$ cat src/rtl/inst_queue_mp_pkg.sv
// Shared types for the multi-port instruction queue: pipeline entry payload
// plus count/pointer typedefs derived from the default queue depth.
package inst_queue_mp_pkg;

  typedef struct packed {
    logic [31:0] pc;
    logic [31:0] insn;
  } pipe_entry_t;

  localparam int IQ_DEPTH = 16;
  localparam int IQ_CW    = $clog2(IQ_DEPTH + 1);
  localparam int IQ_PW    = $clog2(IQ_DEPTH);

  typedef logic [IQ_CW-1:0] iq_cnt_t;
  typedef logic [IQ_PW-1:0] iq_ptr_t;

  // wr_ready promises room for a full-width write group, not just one slot
  localparam bit IQ_WR_READY_FULL_GROUP = 1'b1;

endpackage

$ cat src/rtl/inst_queue_mp_ptr_ctrl.sv
// Pointer, occupancy and error-flag bookkeeping for inst_queue_mp.
// Write acceptance is judged on pre-cycle free space only.
module iq_ptr_ctrl
  import inst_queue_mp_pkg::*;
#(
  parameter  int DEPTH    = IQ_DEPTH,
  parameter  int WR_PORTS = 2,
  parameter  int RD_PORTS = 2,
  localparam int CW       = $clog2(DEPTH + 1),
  localparam int PW       = $clog2(DEPTH),
  localparam int WCW      = $clog2(WR_PORTS + 1),
  localparam int RCW      = $clog2(RD_PORTS + 1)
) (
  input  logic                clk,
  input  logic                rst,
  input  logic                flush,
  input  logic [WCW-1:0]      wr_cnt,
  input  logic [RCW-1:0]      rd_cnt,
  output logic                wr_accept,
  output logic [PW-1:0]       wr_ptr,
  output logic [PW-1:0]       rd_ptr,
  output logic [CW-1:0]       occupancy,
  output logic [CW-1:0]       free_cnt,
  output logic                wr_ready,
  output logic [RD_PORTS-1:0] rd_valid,
  output logic                ovf_err,
  output logic                udf_err
);

  logic [CW-1:0] wr_ext;
  logic [CW-1:0] rd_ext;
  logic [CW-1:0] w_eff;
  logic [CW-1:0] r_eff;
  logic          wr_over;
  logic          rd_over;

  assign wr_ext   = CW'(wr_cnt);
  assign rd_ext   = CW'(rd_cnt);
  assign free_cnt = CW'(DEPTH) - occupancy;

  assign wr_over   = wr_ext > free_cnt;
  assign rd_over   = rd_ext > occupancy;
  assign wr_accept = !rst && !flush && !wr_over;
  assign w_eff     = wr_accept ? wr_ext : '0;
  assign r_eff     = rd_over ? occupancy : rd_ext;

  assign wr_ready = IQ_WR_READY_FULL_GROUP ? (free_cnt >= CW'(WR_PORTS))
                                           : (free_cnt != '0);

  always_comb begin
    rd_valid = '0;
    for (int i = 0; i < RD_PORTS; i++) begin
      rd_valid[i] = occupancy > CW'(i);
    end
  end

  always_ff @(posedge clk) begin
    if (rst) begin
      wr_ptr    <= '0;
      rd_ptr    <= '0;
      occupancy <= '0;
      ovf_err   <= 1'b0;
      udf_err   <= 1'b0;
    end else if (flush) begin
      // flush discards traffic but leaves sticky errors intact
      wr_ptr    <= '0;
      rd_ptr    <= '0;
      occupancy <= '0;
    end else begin
      wr_ptr    <= wr_ptr + PW'(w_eff);
      rd_ptr    <= rd_ptr + PW'(r_eff);
      occupancy <= occupancy + w_eff - r_eff;
      if (wr_over) ovf_err <= 1'b1;
      if (rd_over) udf_err <= 1'b1;
    end
  end

endmodule

$ cat src/rtl/inst_queue_mp.sv
// Multi-port instruction queue between predecode and issue: count-based
// write/read lanes, storage array and zero-latency read mux.
module inst_queue_mp
  import inst_queue_mp_pkg::*;
#(
  parameter  int DEPTH    = IQ_DEPTH,
  parameter  int WR_PORTS = 2,
  parameter  int RD_PORTS = 2,
  localparam int CW       = $clog2(DEPTH + 1),
  localparam int PW       = $clog2(DEPTH),
  localparam int WCW      = $clog2(WR_PORTS + 1),
  localparam int RCW      = $clog2(RD_PORTS + 1)
) (
  input  logic                             clk,
  input  logic                             rst,
  input  logic                             flush,
  input  logic [WCW-1:0]                   wr_cnt,
  input  pipe_entry_t [WR_PORTS-1:0]       wr_entry,
  output logic                             wr_ready,
  input  logic [RCW-1:0]                   rd_cnt,
  output pipe_entry_t [RD_PORTS-1:0]       rd_entry,
  output logic [RD_PORTS-1:0]              rd_valid,
  output logic [CW-1:0]                    occupancy,
  output logic [CW-1:0]                    free_cnt,
  output logic                             ovf_err,
  output logic                             udf_err
);

  pipe_entry_t   mem [DEPTH];
  logic          wr_accept;
  logic [PW-1:0] wr_ptr;
  logic [PW-1:0] rd_ptr;

  iq_ptr_ctrl #(
    .DEPTH    (DEPTH),
    .WR_PORTS (WR_PORTS),
    .RD_PORTS (RD_PORTS)
  ) u_ptr_ctrl (
    .clk       (clk),
    .rst       (rst),
    .flush     (flush),
    .wr_cnt    (wr_cnt),
    .rd_cnt    (rd_cnt),
    .wr_accept (wr_accept),
    .wr_ptr    (wr_ptr),
    .rd_ptr    (rd_ptr),
    .occupancy (occupancy),
    .free_cnt  (free_cnt),
    .wr_ready  (wr_ready),
    .rd_valid  (rd_valid),
    .ovf_err   (ovf_err),
    .udf_err   (udf_err)
  );

  // Storage is intentionally not reset; rd_valid masks stale contents.
  always_ff @(posedge clk) begin
    if (wr_accept) begin
      for (int i = 0; i < WR_PORTS; i++) begin
        if (i < int'(wr_cnt)) mem[wr_ptr + PW'(i)] <= wr_entry[i];
      end
    end
  end

  always_comb begin
    rd_entry = '0;
    for (int i = 0; i < RD_PORTS; i++) begin
      if (rd_valid[i]) rd_entry[i] = mem[rd_ptr + PW'(i)];
    end
  end

endmodule

$ cat config.mk
export PLATFORM = sky130hd
export DESIGN_NAME = inst_queue_mp
export DESIGN_NICKNAME = d
export VERILOG_FILES = /design/src/rtl/inst_queue_mp_pkg.sv /design/src/rtl/inst_queue_mp_ptr_ctrl.sv /design/src/rtl/inst_queue_mp.sv
export SDC_FILE = /design/constraint.sdc
export NUM_CORES = 2
export LEC_CHECK = 0
export CELL_PAD_IN_SITES_DETAIL_PLACEMENT = 1
export CELL_PAD_IN_SITES_GLOBAL_PLACEMENT = 2
export CORE_UTILIZATION = 42
export DETAILED_ROUTE_END_ITERATION = 7
export GPL_TIMING_DRIVEN = 0
export PLACE_DENSITY = 0.82
export SLEW_MARGIN = 20
export SYNTH_ARGS = -nofsm -noshare
export SYNTH_HDL_FRONTEND = slang
export SYNTH_SLANG_ARGS = --single-unit
$ cat constraint.sdc
create_clock -name clk -period 6.46 [get_ports clk]
set_input_delay 0.969 -clock clk [delete_from_list [all_inputs] [get_ports clk]]
set_output_delay 0.969 -clock clk [all_outputs]
set_load 0.02 [all_outputs]
### Yosys cells after proc, flatten, opt, wreduce, memory -nomap -nowiden

Memories as Yosys holds them, arrays and structs flattened. A register that Yosys moved wholly into a read port is not among the register bits.
Index checks and enable logic that the tools add are counted.

| storage, ports and cells | value |
|---|---|
| flip-flop bits (word level) | 15 |
| memory bits (writable) | 1024 |
| bits of input ports | 135 |
| memories kept | 1 |

| cells by class | value |
|---|---|
| add/sub/neg operators | 7 |
| order comparisons | 7 |
| muxes and demuxes | 11 |
| bitwise logic cells | 1 |
| reductions and logical operators | 8 |

Memory list:

| memory | words | width | read ports | clocked after Yosys merged registers in | write ports | line | source |
|---|---|---|---|---|---|---|---|
| mem | 16 | 64 | 2 | 1 | 2 | inst_queue_mp.sv:29 | `pipe_entry_t mem [DEPTH];` |

Operators with widths:

| cell | number |
|---|---|
| $mux 64 | 2 |
| $gt 2x5->1 | 2 |
| $gt 5x1->1 const B | 2 |
| $add 4x1->4 const B | 2 |
| $add 4x4->4 | 2 |
| $mux 1 | 6 |
| $add 5x5->5 | 1 |
| $ge 5x2->1 const B | 1 |
| $mux 5 | 1 |
| $sub 5x5->5 | 1 |
| $sub 5x5->5 const A | 1 |
| $lt 1x2->1 const A | 2 |
| $mux 4 | 1 |
| $reduce_and 2->1 | 2 |
| $logic_not 1->1 | 3 |
| $logic_and 1x1->1 | 2 |
| $mux 2 | 1 |
| $reduce_or 2->1 | 1 |
| $not 1->1 | 1 |

### Logic depth before layout (Yosys ltp)

| depth | value |
|---|---|
| word-level depth | 7 |
| gate-level depth with buffers | 18 |

### Cells and area by module

Synthesis repeated with hierarchy kept, for this count alone.

| unflattened totals | value |
|---|---|
| cells, all modules | 4065 |
| area, all modules | 61046.0 µm² |

By module, submodules not included:

| module | instances | cells each | area an instance (µm²) |
|---|---|---|---|
| inst_queue_mp | 1 | 3945 | 59976.3 |
| iq_ptr_ctrl | 1 | 120 | 1069.8 |

### Worst setup path before layout

OpenSTA, ideal clock, no wires.

| timing | value |
|---|---|
| path kind | flip-flop to flip-flop |
| start point | register u_ptr_ctrl.occupancy[0] |
| end point | memory mem[13][0] in the netlist's numbering (enable) |
| setup time | 0.565 ns |
| data arrival time | 6.536 ns |
| slack | -0.641 ns |
| cell stages (with the launch flop) | 10 |
| buffers on the path | 0 |
| period minus slack after synthesis | 7.101 ns |
| cell sequence | dfxtp_1 -> inv_1 -> ha_1 -> inv_1 -> ha_1 -> nor2b_1 -> a2bb2oi_1 -> o211ai_1 -> nand4_1 -> nor3_1 |

RTL lines:

| item | line | source |
|---|---|---|
| from (decl) | inst_queue_mp_ptr_ctrl.sv:22 | `output logic [CW-1:0] occupancy,` |
| from (signal assigned) | inst_queue_mp_ptr_ctrl.sv:72 | `occupancy <= occupancy + w_eff - r_eff;` |
| to (decl) | inst_queue_mp.sv:29 |  |

==> run metrics <==
max_slew headroom=15.3%; Final setup violation count=4; worst hold slack=0.481 ns; reg2reg setup slack=1.53 ns; Worst Setup SP=u_ptr_ctrl.rd_ptr[0]$_SDFF_PP0_; reg2reg path depth=15; critical path type=reg2out; commonest non-fill, non-tap cell in the layout=edfxtp_1; Max IR drop VDD=0.246 mV; Power, Total=23.6 mW; Crit path depth=9; crit path to=rd_entry[126]; syn avg cell area=16.8 sq um; Cell variety after synth=53; initial antenna violation count=18; largest net degree at the start of global routing=18; setup bufs post-CTS=0; final setup margin=-0.0353 ns; Crit. End Element=primary output; Yosys reg bits=1,039; leading cell types in the layout, fill and taps excluded=1,024 x edfxtp_1, 731 x mux2_2, 483 x mux4_2; All-Layer GR Usage=33.2%; vias=42,300; Die Span X=385 um; Worst Path Arrival=5.53 ns; critical-path cell list=buf_2, buf_2, buf_2, nand4_1, o22ai_2, clkbuf_2, a22oi_1, a21oi_1, clkdlybuf4s50_1; Synth area leaders=edfxtp_1 50%, mux4_2 18%, mux2_2 13%; CP delay by family, top=buffers and inverters; post-synth top area cell=edfxtp_1; reg-to-reg endpoint=mem[1][30]$_DFFE_PP_; CP max stage delay=0.74 ns; crit path time final=6.50 ns; Die Y=385 um; Fin. Hold Viols=0; DRC=0; Layout area overhead=18.2%; largest fanout on the critical path=10; hold_buf cts=0; worst slack, placed=0.0858 ns; RSZ-0062 raised after global routing=false; initial drt markers=5,823; Initial Util=42.3%; Synth Cell Area=61,700 sq um; worst slew pin tran=1.27 ns; sequential share of the synthesized area=50.3%; core footprint=146,000 sq um; Synthesis Warnings=0; insertion delay to the later sink of the worst-skew pair=0.77 ns; total CTS buffers=116; DR WL/cell=40.3 um; failing checks=negative setup slack; gr ovfl total=0; Worst Path Required=5.49 ns; pwr dens=324 nW/um^2; Cell Rows=140; Mapped Cells=3,664; max-cap viol count=0; clock sinks=1,039; Pleak=23.4 nW; layout cells sized above 1=47.9%; status=finished with violations; Crit-path slowest cell=clkdlybuf4s50_1; Top FF cell, synth=edfxtp_1; CTS H-tree lvls=3; Root Driver=clkbuf_16; number of synthesized flops with an enable pin=1,024; Worst-path clk slew=0.07 ns; clock tree buffer depth=3; post-synthesis async set-or-reset flop share=0%; Critical Path Most Common Cell=buf_2; number of global-route vias before repair=43,500; f_max=154 MHz; HPWL Detailed=170 mm; post-synth top area share=49.9%; Post-Route WL=249 mm; TritonCTS clock tree=done; IO Pins=278; Period Utilization, post-route=101%; drt pass-1 iters=6; Antenna Nets Post-Route=0; number of buffer and inverter stages on the critical path=5; first-pass GRT wire length=339 mm; Reg2Reg Launch Point=u_ptr_ctrl.occupancy[0]$_SDFF_PP0_; die area=148,000 sq um; Min-Delay Path Class=reg2reg; Syn Nets=3,822; routability congestion estimate=0.877; Post-Route Setup TNS=-0.103 ns; final-stage net count=4,314; PortBufs=277; final setup skew=0.0256 ns; Slew Limit Fails=0; startpoint types=register; vias per inst=6.84
[area by class of cell]
cell class / count / area (sq um)
Tap cell: 1917 / 2400
Clock buffer: 146 / 3080
Inverter: 23 / 86.3
Antenna cell: 8 / 20.0
Multi-Input combinational cell: 2172 / 28700
Sequential cell: 1039 / 31000
Fill cell: 13800 / 72800
Timing Repair Buffer: 374 / 4790
Clock inverter: 68 / 661
Buffer: 430 / 2160
[metal layers]
layer	part of all wire [%]	global-route usage [%]	vias to the layer above
met5	0.089	0	-
met4	5.7	16.8	16
met3	12	9.52	705
met2	46	51.7	3134
met1	36	42.3	22300
li1	-	-	16200
[state kept, by name, indices dropped and copies added, names as in the netlist]
register	cells
mem	1024
u_ptr_ctrl.occupancy	5
u_ptr_ctrl.ovf_err	1
u_ptr_ctrl.rd_ptr	4
u_ptr_ctrl.udf_err	1
u_ptr_ctrl.wr_ptr	4
[stage by stage]
step | cell area, sq um | util (%) | cells
2_1_floorplan | 61700 | - | 3664
3_3_place_gp | 66800 | 45.9 | 5858
3_5_place_dp | 69100 | 47.4 | 5955
4_1_cts | 72900 | 50.0 | 6169
5_1_grt | 72900 | 50.0 | 6173
6_report | 72900 | 50.0 | 6177
[power by group]
group	leakage (nW)	total, mW	internal, mW	switching [mW]
clock	1.82	6.79	3.84	2.95
sequential	9.35	7.61	7.54	0.0757
combinational	12.2	9.25	3.70	5.54
[worst min path at each step]
stage                                                from                               to  slack (ns)  cells after the start
final                     u_ptr_ctrl.udf_err$_SDFFE_PP0P_  u_ptr_ctrl.udf_err$_SDFFE_PP0P_        0.48                      2
after CTS                 u_ptr_ctrl.udf_err$_SDFFE_PP0P_  u_ptr_ctrl.udf_err$_SDFFE_PP0P_        0.49                      2
after floorplan           u_ptr_ctrl.udf_err$_SDFFE_PP0P_  u_ptr_ctrl.udf_err$_SDFFE_PP0P_        0.55                      2
after detailed placement  u_ptr_ctrl.udf_err$_SDFFE_PP0P_  u_ptr_ctrl.udf_err$_SDFFE_PP0P_        0.47                      2
after global routing      u_ptr_ctrl.udf_err$_SDFFE_PP0P_  u_ptr_ctrl.udf_err$_SDFFE_PP0P_        0.51                      2
after global placement    u_ptr_ctrl.udf_err$_SDFFE_PP0P_  u_ptr_ctrl.udf_err$_SDFFE_PP0P_        0.46                      2
[cells by family after synthesis]
| logic type | share of synthesized area, % |
|---|---|
| mux | 40.2 |
| flops | 50.3 |
| buf+inv | 3.47 |
| compound gates | 3.92 |
| simple gates | 1.37 |
| fa+ha+maj | 0.515 |
| xor+xnor | 0.142 |
| other cells | 0.00608 |
[synth_stat cells, types with 19 or more instances]
master and n:
a21oi_1 73, a22oi_1 145, buf_1 47, buf_2 117, buf_6 37, clkbuf_1 227
edfxtp_1 1024, ha_1 19, inv_1 22, mux2_2 731, mux2_4 294, mux2i_1 129
mux4_2 483, nand2_1 48, nor2_1 26, o22ai_1 36
[worst reg2reg max path, stage by stage, from the launching register on]
cell and delay (ns):
dfxtp_1 0.56, inv_1 0.18, ha_1 0.36, inv_1 0.05
ha_1 0.28, nor2b_1 0.14, a2bb2oi_1 0.14, o211a_1 0.16
buf_6 0.17, nor3_1 0.27, buf_2 0.67, buf_2 0.52
o21bai_4 0.42, buf_16 0.25, buf_16 0.18, buf_12 0.21
[what timing repair did]
item                                   CTS  global route
cloned                                   0             0
resized for setup                        4            23
setup endpoints to repair               11            10
endpoints found under the hold margin    0             0
No activity file was read; power rests on OpenSTA's default activity.
